**config.mk**
```make
export PLATFORM = sky130hd
export DESIGN_NAME = mdr_request_arbiter
export DESIGN_NICKNAME = d
export VERILOG_FILES = /design/src/rtl/mdr_request_arbiter.sv
export SDC_FILE = /design/constraint.sdc
export NUM_CORES = 1
export LEC_CHECK = 0
export BUFFER_PORTS_ARGS = -buffer_cell sky130_fd_sc_hd__buf_2
export CORE_MARGIN = 1.5
export CORE_UTILIZATION = 48
export DETAILED_ROUTE_END_ITERATION = 10
export PLACE_DENSITY = 0.82
export SYNTH_ARGS = -nofsm -noshare
export SYNTH_HDL_FRONTEND = slang
export SYNTH_SLANG_ARGS = --single-unit
```
**constraint.sdc**
```tcl
create_clock -name clk -period 3.2 [get_ports clk]
set_input_delay 0.64 -clock clk [delete_from_list [all_inputs] [get_ports clk]]
set_output_delay 0.64 -clock clk [all_outputs]
set_load 0.01 [all_outputs]
```
**src/rtl/mdr_request_arbiter.sv**
```systemverilog
// mdr_request_arbiter
//   Shares a single MDR datapath between N_REQ requesters. Requests are
//   accepted over valid/ready and arbitrated round-robin. The winner's
//   operands are then pushed through the MDR strobe sequence
//   (start, X, Y, opcode). The arbiter waits for the MDR ready or error
//   flag, bounded by a timeout, and answers with a tagged response.
//   Only one operation is in flight at a time.
//
// Ports
//   clk, rst                 clock, synchronous active-high reset
//   req_valid/req_ready      per-requester handshake (ready is one-hot or zero)
//   req_x, req_y, req_op     packed operands/opcodes, slice i for requester i
//   rsp_valid/rsp_ready      response handshake
//   rsp_id                   index of the requester being answered
//   rsp_result               MDR result (0 on timeout)
//   rsp_error, rsp_timeout   completion status
//   mdr_start, mdr_load      strobes to the MDR control unit
//   mdr_data                 operand/opcode bus to the MDR
//   mdr_result               result returned by the MDR
//   mdr_ready, mdr_error     MDR completion flags
//   busy                     high whenever the arbiter is not idle
module mdr_request_arbiter #(
  parameter int N_REQ   = 4,
  parameter int DATA_W  = 16,
  parameter int OP_W    = 2,
  parameter int TIMEOUT = 255,
  localparam int ID_W   = $clog2(N_REQ),
  localparam int CNT_W  = $clog2(TIMEOUT + 1)
) (
  input  logic                    clk,
  input  logic                    rst,
  input  logic [N_REQ-1:0]        req_valid,
  output logic [N_REQ-1:0]        req_ready,
  input  logic [N_REQ*DATA_W-1:0] req_x,
  input  logic [N_REQ*DATA_W-1:0] req_y,
  input  logic [N_REQ*OP_W-1:0]   req_op,
  output logic                    rsp_valid,
  input  logic                    rsp_ready,
  output logic [ID_W-1:0]         rsp_id,
  output logic [DATA_W-1:0]       rsp_result,
  output logic                    rsp_error,
  output logic                    rsp_timeout,
  output logic                    mdr_start,
  output logic                    mdr_load,
  output logic [DATA_W-1:0]       mdr_data,
  input  logic [DATA_W-1:0]       mdr_result,
  input  logic                    mdr_ready,
  input  logic                    mdr_error,
  output logic                    busy
);

  typedef enum logic [3:0] {
    IDLE, START, GAP0, LDX, GAP1, LDY, GAP2, LDOP, WAIT, RESP
  } state_t;

  state_t            state;
  logic [ID_W-1:0]   ptr;
  logic [ID_W-1:0]   cap_id;
  logic [DATA_W-1:0] cap_x;
  logic [DATA_W-1:0] cap_y;
  logic [OP_W-1:0]   cap_op;
  logic [CNT_W-1:0]  wait_cnt;

  logic              grant_any;
  logic [ID_W-1:0]   grant_idx;
  logic [N_REQ-1:0]  grant_onehot;

  // Round-robin search starting at ptr and wrapping around.
  always_comb begin
    int idx;
    idx          = 0;
    grant_any    = 1'b0;
    grant_idx    = '0;
    grant_onehot = '0;
    for (int k = 0; k < N_REQ; k++) begin
      idx = int'(ptr) + k;
      if (idx >= N_REQ) idx = idx - N_REQ;
      if (!grant_any && req_valid[idx]) begin
        grant_any = 1'b1;
        grant_idx = ID_W'(idx);
      end
    end
    for (int j = 0; j < N_REQ; j++) begin
      grant_onehot[j] = grant_any && (ID_W'(j) == grant_idx);
    end
  end

  // The accept is combinational so the requester sees it in the grant cycle.
  // It is masked during reset so that no grant is reported while the
  // arbiter is being cleared.
  assign req_ready = (state == IDLE && !rst) ? grant_onehot : '0;

  // The strobes and response fields are registered. Each one is set on the
  // transition into the state that owns it, so it is valid for exactly
  // that state's cycle.
  always_ff @(posedge clk) begin
    if (rst) begin
      state       <= IDLE;
      ptr         <= '0;
      cap_id      <= '0;
      cap_x       <= '0;
      cap_y       <= '0;
      cap_op      <= '0;
      wait_cnt    <= '0;
      rsp_valid   <= 1'b0;
      rsp_id      <= '0;
      rsp_result  <= '0;
      rsp_error   <= 1'b0;
      rsp_timeout <= 1'b0;
      mdr_start   <= 1'b0;
      mdr_load    <= 1'b0;
      mdr_data    <= '0;
      busy        <= 1'b0;
    end else begin
      case (state)
        IDLE: begin
          if (grant_any) begin
            cap_id    <= grant_idx;
            cap_x     <= req_x[int'(grant_idx)*DATA_W +: DATA_W];
            cap_y     <= req_y[int'(grant_idx)*DATA_W +: DATA_W];
            cap_op    <= req_op[int'(grant_idx)*OP_W +: OP_W];
            ptr       <= (int'(grant_idx) == N_REQ - 1) ? '0 : grant_idx + ID_W'(1);
            mdr_start <= 1'b1;
            busy      <= 1'b1;
            state     <= START;
          end
        end
        START: begin
          mdr_start <= 1'b0;
          state     <= GAP0;
        end
        GAP0: begin
          mdr_load <= 1'b1;
          mdr_data <= cap_x;
          state    <= LDX;
        end
        LDX: begin
          mdr_load <= 1'b0;
          mdr_data <= '0;
          state    <= GAP1;
        end
        GAP1: begin
          mdr_load <= 1'b1;
          mdr_data <= cap_y;
          state    <= LDY;
        end
        LDY: begin
          mdr_load <= 1'b0;
          mdr_data <= '0;
          state    <= GAP2;
        end
        GAP2: begin
          mdr_load <= 1'b1;
          mdr_data <= DATA_W'(cap_op);
          state    <= LDOP;
        end
        LDOP: begin
          mdr_load <= 1'b0;
          mdr_data <= '0;
          wait_cnt <= '0;
          state    <= WAIT;
        end
        WAIT: begin
          // Error takes precedence over ready. The timeout fires only if
          // neither flag shows up in the last allowed cycle.
          if (mdr_error || mdr_ready) begin
            rsp_valid   <= 1'b1;
            rsp_id      <= cap_id;
            rsp_result  <= mdr_result;
            rsp_error   <= mdr_error;
            rsp_timeout <= 1'b0;
            state       <= RESP;
          end else if (wait_cnt == CNT_W'(TIMEOUT - 1)) begin
            rsp_valid   <= 1'b1;
            rsp_id      <= cap_id;
            rsp_result  <= '0;
            rsp_error   <= 1'b0;
            rsp_timeout <= 1'b1;
            state       <= RESP;
          end else begin
            wait_cnt <= wait_cnt + CNT_W'(1);
          end
        end
        RESP: begin
          if (rsp_ready) begin
            rsp_valid   <= 1'b0;
            rsp_id      <= '0;
            rsp_result  <= '0;
            rsp_error   <= 1'b0;
            rsp_timeout <= 1'b0;
            busy        <= 1'b0;
            state       <= IDLE;
          end
        end
        default: state <= IDLE;
      endcase
    end
  end

endmodule

```
==> impl_metrics.yaml <==
timing:
  fin_worst_skew_ns: 0.0159
  setup_viol: 0
  finalSetupTns_ns: 0
  drv_slew: 0
  fmax_mhz: 356
  slew_headroom_pct: 35.6
  holdWs_ns: 0.458
  post-route-period-util_pct: 87.7
  post-route-min-period_ns: 2.81
  rsz0062_at_grt: "no"
  fin_ws_ns: 0.394
  worst_pin_slew_ns: 0.964
  hold_viol_final: 0
clocking:
  clk_pin_slew_ns: 0.09
  cts_buffer_depth: 2
  cts_buffers: 9
  cts_max_level: 3
  post_cts_resized: 0
  post_cts_buffers: 0
  cts_tree: "built"
  cts-root-buf: "clkbuf_8"
  clk_latency_ns: 0.37
  postCtsHoldBufs: 0
  clkSinkCount: 90
global_routing:
  antenna_found_initial: 0
  grt_max_degree: 67
  grt-ovfl-total: 0
  grt_pass1_wl_um: 24600
  grt_pass1_vias: 4990
  grt_usage_pct: 30.5
routing:
  first_iter_violations: 399
  drt-vias-per-instance: 6.30
  vias: 5623
  wl_um: 16300
  post-route-drc-count: 0
  antenna_left: 0
  wl_per_cell_um: 18.2
  dr.pass1.iters: 5
floorplanning:
  ioPinCount: 205
  rows: 35
  dieArea_um2: 10400
  die_y_um: 102
  dieWidth_um: 102
  start_util_pct: 50.3
  core_um2: 9370
outcome:
  status: "finished clean"
setup_path:
  critPathArrivalTime_ns: 2.17
  critPathKind: "reg2out"
  cp-start-kind: "flop"
  worstPathRequired_ns: 2.56
  crit_path_end_kind: "primary output"
  crit_fanout: 11
synthesis:
  ys.flop_type: "dfxtp_1"
  async_flop_share_pct: 0
  mappedNetlistArea_um2: 4710
  synth.top_cell.area_share_pct: 38.2
  postSynthAreaPerCell_um2: 7.93
  ys_warn_count: 0
  ys_types: 47
  synth_cells: 594
  yosys_register_bits: 90
  synth_nets: 758
  seq_area_frac_synth_pct: 38.2
  yosys.area.top_type: "dfxtp_1"
  synth_edf_count: 0
  yosys-top-cells-area: "dfxtp_1 (38%), a22oi_1 (11%), nand4_1 (9.2%), nor4_1 (4.8%), nand3_1 (4.7%)"
pwr:
  p_leak_nw: 2.49
  totalPowerFinal_mw: 3.07
  ir_worst_vdd_v: 0.000223
  power_density_nw_per_um2: 514
placed_design:
  pre_cts_ws_ns: 0.492
  portBuffers: 204
  dpl.hpwl_um: 12200
  gp_congestion: 0.985
final_layout:
  nets: 922
  diodes: 0
  final_common_cell: "buf_2"
  fillCellCount: 869
  layout_common_cells: "buf_2 (204), dfxtp_1 (90), nand4_1 (69)"
  drive_gt1_share_pct: 32.5
  syn2layout_area_growth_pct: 27.0
hold_path:
  min_path_type: "reg2reg"
flow_run:
  maxCapViolations: 0
[synth_stat cells, types with 2 or more instances]
| library cell | number |
|---|---|
| a21oi_1 | 34 |
| a221oi_1 | 2 |
| a22oi_1 | 67 |
| a31oi_1 | 34 |
| and3_1 | 3 |
| and4_1 | 2 |
| buf_1 | 5 |
| buf_2 | 9 |
| buf_6 | 4 |
| clkbuf_1 | 50 |
| dfxtp_1 | 90 |
| ha_1 | 3 |
| inv_1 | 8 |
| inv_2 | 2 |
| mux2i_1 | 3 |
| nand2_1 | 23 |
| nand3_1 | 44 |
| nand4_1 | 69 |
| nor2_1 | 44 |
| nor3_1 | 17 |
| nor4_1 | 36 |
| nor4_2 | 2 |
| o21a_1 | 2 |
| o21ai_0 | 5 |
| o21ai_1 | 4 |
| o221ai_1 | 3 |
| o31ai_1 | 3 |
| or2_1 | 2 |
| or3_1 | 4 |
| or4_1 | 3 |
[metrics by stage]
stage               area, um^2  cells  util [%]
floorplan                 4710    594         -
global placement          5780    876      61.7
detailed placement        5780    876      61.7
CTS                       5980    892      63.9
global route              5980    892      63.9
finish                    5980    892      63.9
[worst max-delay path, cell delays in order, from the launching register on]
cell	delay, ns
dfxtp_1	0.46
nor4_4	0.46
and2_1	0.35
o2111a_1	0.36
buf_2	0.18
[power breakdown]
group	internal [mW]	switching, mW	total [mW]
Sequential	1.26	0.109	1.37
Combinational	0.324	0.577	0.901
Clock	0.373	0.431	0.805
Total	1.96	1.12	3.07
[cell families (layout without fill, tap and decap cells)]
logic type	after synthesis	count (layout)	share of synthesized area [%]
simple gates	256	256	29.5
compound gates	163	163	23.5
flops	90	90	38.2
buf+inv	78	247	7.09
fa+ha+maj	3	3	0.796
mux	3	3	0.637
xor+xnor	1	1	0.186
[routing by layer]
| layer | wire, um | track usage, % | vias up |
|---|---|---|---|
| met1 | 6420 | 38.0 | 2575 |
| met4 | 545 | 12.8 | 0 |
| met3 | 1530 | 6.43 | 42 |
| met2 | 7760 | 51.3 | 342 |
| met5 | 0 | 0 | - |
| li1 | - | - | 2664 |
[final cells by class]
class / count / area, um^2 / area share (%)
multi-input combinational: 426 / 2630 / 43.9
timing repair buffer: 221 / 1150 / 19.2
inverter: 10 / 37.5 / 0.627
sequential: 90 / 1800 / 30.1
clock inverter: 7 / 81.3 / 1.36
clock buffer: 9 / 124 / 2.07
tap: 129 / 161 / 2.70
[registers in the layout, summed over array words and instances, names as in the netlist, 2 cells and up]
signal	flops
cap_x	16
rsp_result	16
cap_id	2
rsp_id	2
state	4
ptr	2
mdr_data	16
wait_cnt	8
cap_op	2
cap_y	16
[worst paths after layout]
kind | slack (ns) | depth (start not counted) | to | start
hold reg to reg | 0.46 | 2 | mdr_data[1]$_SDFFE_PP0P_ | mdr_data[1]$_SDFFE_PP0P_
setup reg to reg | 0.70 | 4 | wait_cnt[5]$_SDFFE_PP0P_ | state[3]$_SDFFE_PP0P_
hold / removal | 0.46 | 2 | mdr_data[1]$_SDFFE_PP0P_ | mdr_data[1]$_SDFFE_PP0P_
setup / recovery | 0.39 | 4 | req_ready[0] | state[1]$_SDFFE_PP0P_
Power figures use the tool's default switching activity.
